--- src/rtl/pwm_multi.sv ---
// pwm_multi: multi-channel servo/PWM generator.
// One shared period counter is advanced by a prescaler tick and compared
// against a double-buffered duty value per channel. Period and duty writes
// land in pending registers and are promoted to the active set only at a
// period boundary, so a pulse is never cut short or stretched.
//
// Ports:
//   clk     system clock
//   rst     asynchronous reset, active-high
//   en      run enable; low freezes counter/prescaler and forces outputs low
//   load    one-cycle write strobe (accepted regardless of en)
//   sel     channel write mask, one bit per channel
//   period  new period in ticks, written on load
//   duty    new high time in ticks, written to every selected channel
//   out     registered PWM outputs
//   frame   registered one-clk pulse at each period start
//
// Build option:
//   PWM_CENTER_ALIGNED_EN  up/down counter, frame of 2*period ticks with the
//                          pulse centred on the frame start. Undefined gives
//                          the edge-aligned up-counter.
module pwm_multi #(
  parameter int unsigned CHANNELS = 8,
  parameter int unsigned CNT_W    = 5,
  parameter int unsigned DIV      = 1
) (
  input  logic                clk,
  input  logic                rst,
  input  logic                en,
  input  logic                load,
  input  logic [CHANNELS-1:0] sel,
  input  logic [CNT_W-1:0]    period,
  input  logic [CNT_W-1:0]    duty,
  output logic [CHANNELS-1:0] out,
  output logic                frame
);

  localparam int unsigned      PRE_W    = (DIV > 1) ? $clog2(DIV) : 1;
  localparam logic [PRE_W-1:0] PRE_LAST = PRE_W'(DIV - 1);

  logic [PRE_W-1:0]               pre_q, pre_d;
  logic [CNT_W-1:0]               cnt_q, cnt_d;
  logic [CNT_W-1:0]               per_pend_q, per_pend_d;
  logic [CNT_W-1:0]               per_act_q, per_act_d;
  logic [CHANNELS-1:0][CNT_W-1:0] duty_pend_q, duty_pend_d;
  logic [CHANNELS-1:0][CNT_W-1:0] duty_act_q, duty_act_d;
  logic [CHANNELS-1:0]            out_d;
  logic                           frame_d;
  logic                           tick_c;
  logic                           bnd_c;
  logic [CNT_W-1:0]               cnt_last_c;
`ifdef PWM_CENTER_ALIGNED_EN
  logic                           down_q, down_d;
`endif

  // State registers
  always_ff @(posedge clk or posedge rst) begin
    if (rst) begin
      pre_q       <= '0;
      cnt_q       <= '0;
      per_pend_q  <= '0;
      per_act_q   <= '0;
      duty_pend_q <= '0;
      duty_act_q  <= '0;
      out         <= '0;
      frame       <= 1'b0;
`ifdef PWM_CENTER_ALIGNED_EN
      down_q      <= 1'b0;
`endif
    end else begin
      pre_q       <= pre_d;
      cnt_q       <= cnt_d;
      per_pend_q  <= per_pend_d;
      per_act_q   <= per_act_d;
      duty_pend_q <= duty_pend_d;
      duty_act_q  <= duty_act_d;
      out         <= out_d;
      frame       <= frame_d;
`ifdef PWM_CENTER_ALIGNED_EN
      down_q      <= down_d;
`endif
    end
  end

  // Prescaler: one tick every DIV enabled clocks
  always_comb begin
    tick_c = en && (pre_q == PRE_LAST);
    pre_d  = pre_q;
    if (en) begin
      pre_d = tick_c ? '0 : pre_q + PRE_W'(1);
    end
  end

  // Host writes go to the pending set only
  always_comb begin
    per_pend_d  = load ? period : per_pend_q;
    duty_pend_d = duty_pend_q;
    for (int i = 0; i < int'(CHANNELS); i++) begin
      if (load && sel[i]) begin
        duty_pend_d[i] = duty;
      end
    end
  end

  // Period counter and promotion of pending values at the boundary
  always_comb begin
    cnt_last_c = per_act_q - CNT_W'(1);
    cnt_d      = cnt_q;
    per_act_d  = per_act_q;
    duty_act_d = duty_act_q;
    bnd_c      = 1'b0;
    frame_d    = 1'b0;
`ifdef PWM_CENTER_ALIGNED_EN
    down_d     = down_q;
`endif
    if (tick_c) begin
      if (per_act_q == '0) begin
        // Idle: pick up whatever has been programmed, no frame pulse
        cnt_d      = '0;
        per_act_d  = per_pend_q;
        duty_act_d = duty_pend_q;
      end else begin
`ifdef PWM_CENTER_ALIGNED_EN
        if (!down_q) begin
          // top value is held for a second tick on the way down
          if (cnt_q == cnt_last_c) begin
            down_d = 1'b1;
          end else begin
            cnt_d = cnt_q + CNT_W'(1);
          end
        end else if (cnt_q == '0) begin
          // bottom turnaround: 0 was already shown once going down
          down_d = 1'b0;
          bnd_c  = 1'b1;
        end else begin
          cnt_d = cnt_q - CNT_W'(1);
        end
`else
        if (cnt_q == cnt_last_c) begin
          cnt_d = '0;
          bnd_c = 1'b1;
        end else begin
          cnt_d = cnt_q + CNT_W'(1);
        end
`endif
        if (bnd_c) begin
          per_act_d  = per_pend_q;
          duty_act_d = duty_pend_q;
          frame_d    = 1'b1;
        end
      end
    end
  end

  // Outputs use next-state values so they move on the same edge as cnt
  always_comb begin
    out_d = '0;
    for (int i = 0; i < int'(CHANNELS); i++) begin
      out_d[i] = en && (per_act_d != '0) && (duty_act_d[i] > cnt_d);
    end
  end

endmodule

--- config.mk ---
export PLATFORM = sky130hd
export DESIGN_NAME = pwm_multi
export DESIGN_NICKNAME = d
export VERILOG_FILES = /design/src/rtl/pwm_multi.sv
export SDC_FILE = /design/constraint.sdc
export NUM_CORES = 1
export LEC_CHECK = 0
export ABC_AREA = 1
export CAP_MARGIN = 20
export CORE_UTILIZATION = 58
export DETAILED_ROUTE_END_ITERATION = 8
export GPL_ROUTABILITY_DRIVEN = 0
export GPL_TIMING_DRIVEN = 0
export PLACE_DENSITY = 0.78
export SLEW_MARGIN = 20
export SYNTH_ARGS = -nofsm -noshare
export SYNTH_HDL_FRONTEND = slang
export SYNTH_SLANG_ARGS = --single-unit
--- constraint.sdc ---
create_clock -name clk -period 4.1 [get_ports clk]
set_input_delay 0.82 -clock clk [delete_from_list [all_inputs] [get_ports clk]]
set_output_delay 0.82 -clock clk [all_outputs]
set_load 0.01 [all_outputs]
==> summary.md <==
| Metric | Value |
|---|---|
| Critical path launch point type | `register` |
| CTS buffer count | `9` |
| Fin. max-slew vios | `0` |
| Period utilization | `0.892` |
| Post-Route Skew | `approximately 0.0086 ns` |
| Leakage power | `~3.3 nW` |
| Number of global-route vias before repair | `about 4300` |
| Number of diodes | `0` |
| Mapped Cells | `approximately 660` |
| Max VDD drop | `370 µV` |
| Register bit count reported by yosys | `105` |
| Post-CTS setup buffer count | `0` |
| Final ANT Viol Nets | `0` |
| Clk_lat worst skew | `0.37 ns` |
| Largest net degree at the start of global routing | `83` |
| RSZ-0062 raised after global routing | `no` |
| # setup viols final | `0` |
| WL/cell | `about 15 µm` |
| Cell Rows | `34` |
| Hold slack | `slightly below 0.5 ns` |
| Syn Area/Cell | `8.03 µm²` |
| First-pass GRT wire length | `around 20000 µm` |
| Post-cts resize count | `0` |
| Layout cells sized above 1 | `0.0847` |
| Main area contributors after synthesis | `dfrtp_1 49%, nand2_1 16%, ha_1 7.3%, inv_1 6.1%, o21ai_0 5.3%` |
| Die Ht | `97.8 µm` |
| Final hold violations | `0` |
| Clock Root Buffer | `clkbuf_8` |
| Synth top area share | `0.493` |
| Critical-path top delay cell | `dfrtp_1` |
| Clk buf depth | `2` |
| Post-Route WL | `12200 µm` |
| Status | `finished, violations left` |
| # H-tree levels | `3` |
| Die Width | `between 90 and 100 µm` |
| CP cell instances | `inv_1 -> ha_1 -> inv_1 -> nand2_1 -> nand2_1 -> nand3_1 -> nor2_1 -> nand3_2 -> nand2_2 -> nand2_2 -> buf_6 -> inv_2 -> buf_2 -> nor2_1 -> inv_1 -> ha_1 -> and3_1 -> nand3_1 -> nor2_1 -> nor2_1 -> nand2_1 -> inv_1` |
| Slowest cell delay on critical path | `0.42 ns` |
| Crit Path Max Fanout | `10` |
| Ports | `31` |
| Minimum clock period | `between 3 and 4 ns` |
| Register area share after synthesis | `0.493` |
| Cell accounting for the most synthesized area | `dfrtp_1` |
| HPWL Detailed | `just over 8000 µm` |
| Core ar. | `just under 9000 µm²` |
| Initial Util | `0.605` |
| CTS tree | `done` |
| Hold_buf cts | `0` |
| DRC errors left | `2` |
| Grt total ovfl | `0` |
| Layout area overhead | `12.3%` |
| Worst Path Required | `around 4.4 ns` |
| Reg clk slew, reported paths | `0.10 ns` |
| Power density over the cells | `about 740 nW/µm²` |
| Vias/cell | `~5.4` |
| Final nets | `757` |
| IO Port Bufs | `29` |
| Yosys Warn Count | `0` |
| Slew headroom | `0.519` |
| Slew @ Worst Pin | `0.721 ns` |
| Fin util | `0.679` |
| Initial DRC count | `between 400 and 500` |
| Max Cap Violations | `0` |
| WP data arrival | `3.97 ns` |
| Initial antenna violation count | `0` |
| Die area | `about 9600 µm²` |
| Failing checks | `design-rule violations` |
| Fmax | `274 MHz` |
| Total track usage | `0.277` |
| Hold WC Path Type | `register to register` |
| Vias | `approximately 4400` |
| Critical path type | `register to register` |
| Mapped Nets | `between 700 and 800` |
| Clk sinks | `approximately 110` |
| Post-Synthesis Cell Area | `about 5300 µm²` |
| First-pass DRT Iterations | `7` |
| Synth unique cells | `28` |
| Element type at the critical path end | `register` |
cell families (layout without fill, tap and decap cells):
group	Yosys count	count (layout)	share of synthesized area
AO/OA/AOI/OAI	73	73	0.0742
XOR/XNOR	3	3	0.00494
adder cells (fa/ha/maj)	31	31	0.0728
buffers and inverters	104	149	0.0801
flip-flops	105	105	0.493
multiplexers	2	2	0.00423
AND/OR/NAND/NOR	345	345	0.270
metrics by stage:
step	cells	TNS (ns)	cell area, µm²	setup slack [ns]	power (mW)
global placement	800	-99.31	5750	-0.946	3.67
detailed placement	801	0	5790	0.372	3.80
global route	816	0	5980	0.196	4.87
finish	816	0	5980	0.445	4.45
CTS	816	0	5980	0.510	4.45
floorplan	663	0	5330	0.519	3.18
cells in the mapped netlist:
library cell,n
nand2_1,223
dfrtp_1,105
inv_1,86
o21ai_0,56
nor2_1,46
nand3_1,43
ha_1,31
buf_2,8
nand2_2,8
nor2_2,8
or2_2,8
o21bai_1,7
a21o_1,5
a21oi_1,3
clkbuf_1,3
inv_2,3
xor2_1,3
buf_6,2
mux2_2,2
nand3_2,2
nand4_1,2
nor3_1,2
o21ai_1,2
and3_1,1
buf_1,1
buf_8,1
nand3b_1,1
nor3b_1,1
final timing paths:
check	startpoint	end	slack [ns]	cells after the start
worst max-delay path	per_act_q[0]	out[5]	0.44	22
max in group asynchronous	rst	duty_pend_q[8]	2.69	3
worst min-delay path	duty_pend_q[15]	duty_pend_q[15]	0.49	2
worst min register to register	duty_pend_q[15]	duty_pend_q[15]	0.49	2
min in group asynchronous	rst	duty_act_q[25]	0.76	2
worst max register to register	per_act_q[0]	out[5]	0.44	22
sequential cells by signal (all words and copies together) (netlist names):
name and count:
duty_act_q 40, duty_pend_q 40, out 8, cnt_q 5, per_act_q 5, per_pend_q 5
frame 1, pre_q 1
layout make-up:
type,instances,area [µm²]
buffer,15,92.6
clock buffer,10,138
clock inverter,5,56.3
fill,711,2830
inverter,89,339
multi-input combinational,454,2270
sequential,105,2630
tap,108,135
timing repair buffer,30,318
where the power goes:
group          switching, mW  total [mW]  internal [mW]
Sequential             0.127        1.46           1.33
Combinational           1.49        2.34          0.851
Clock                  0.351       0.646          0.295
Total                   1.97        4.45           2.48
layout by cell type, fill, tap and decap left out, types with 5 or more instances in the layout:
master           count
a21o_1               5
buf_2                8
clkbuf_8            10
clkdlybuf4s50_1     29
dfrtp_1            105
ha_1                31
inv_1               85
nand2_1            223
nand2_2              8
nand3_1             43
nor2_1              46
nor2_2               8
o21ai_0             55
o21bai_1             7
or2_2                8
per-layer routing:
metal / wire length [µm] / GRT usage / part of all wire / vias up
met5: 0 / 0 / 0 / -
met4: 408 / 0.132 / 0.033 / 0
met3: 577 / 0.0286 / 0.047 / 29
met2: 5850 / 0.473 / 0.48 / 130
met1: 5400 / 0.357 / 0.44 / 2103
li1: - / - / - / 2149
worst max-delay path: cells and delay by family (launching register included):
| kind | cells | cell delay (ns) |
|---|---|---|
| AND/OR/NAND/NOR | 13 | 1.35 |
| buffers and inverters | 7 | 1.20 |
| adder cells (fa/ha/maj) | 2 | 0.63 |
| flip-flops | 1 | 0.42 |
(Power assumes the default switching activity.)
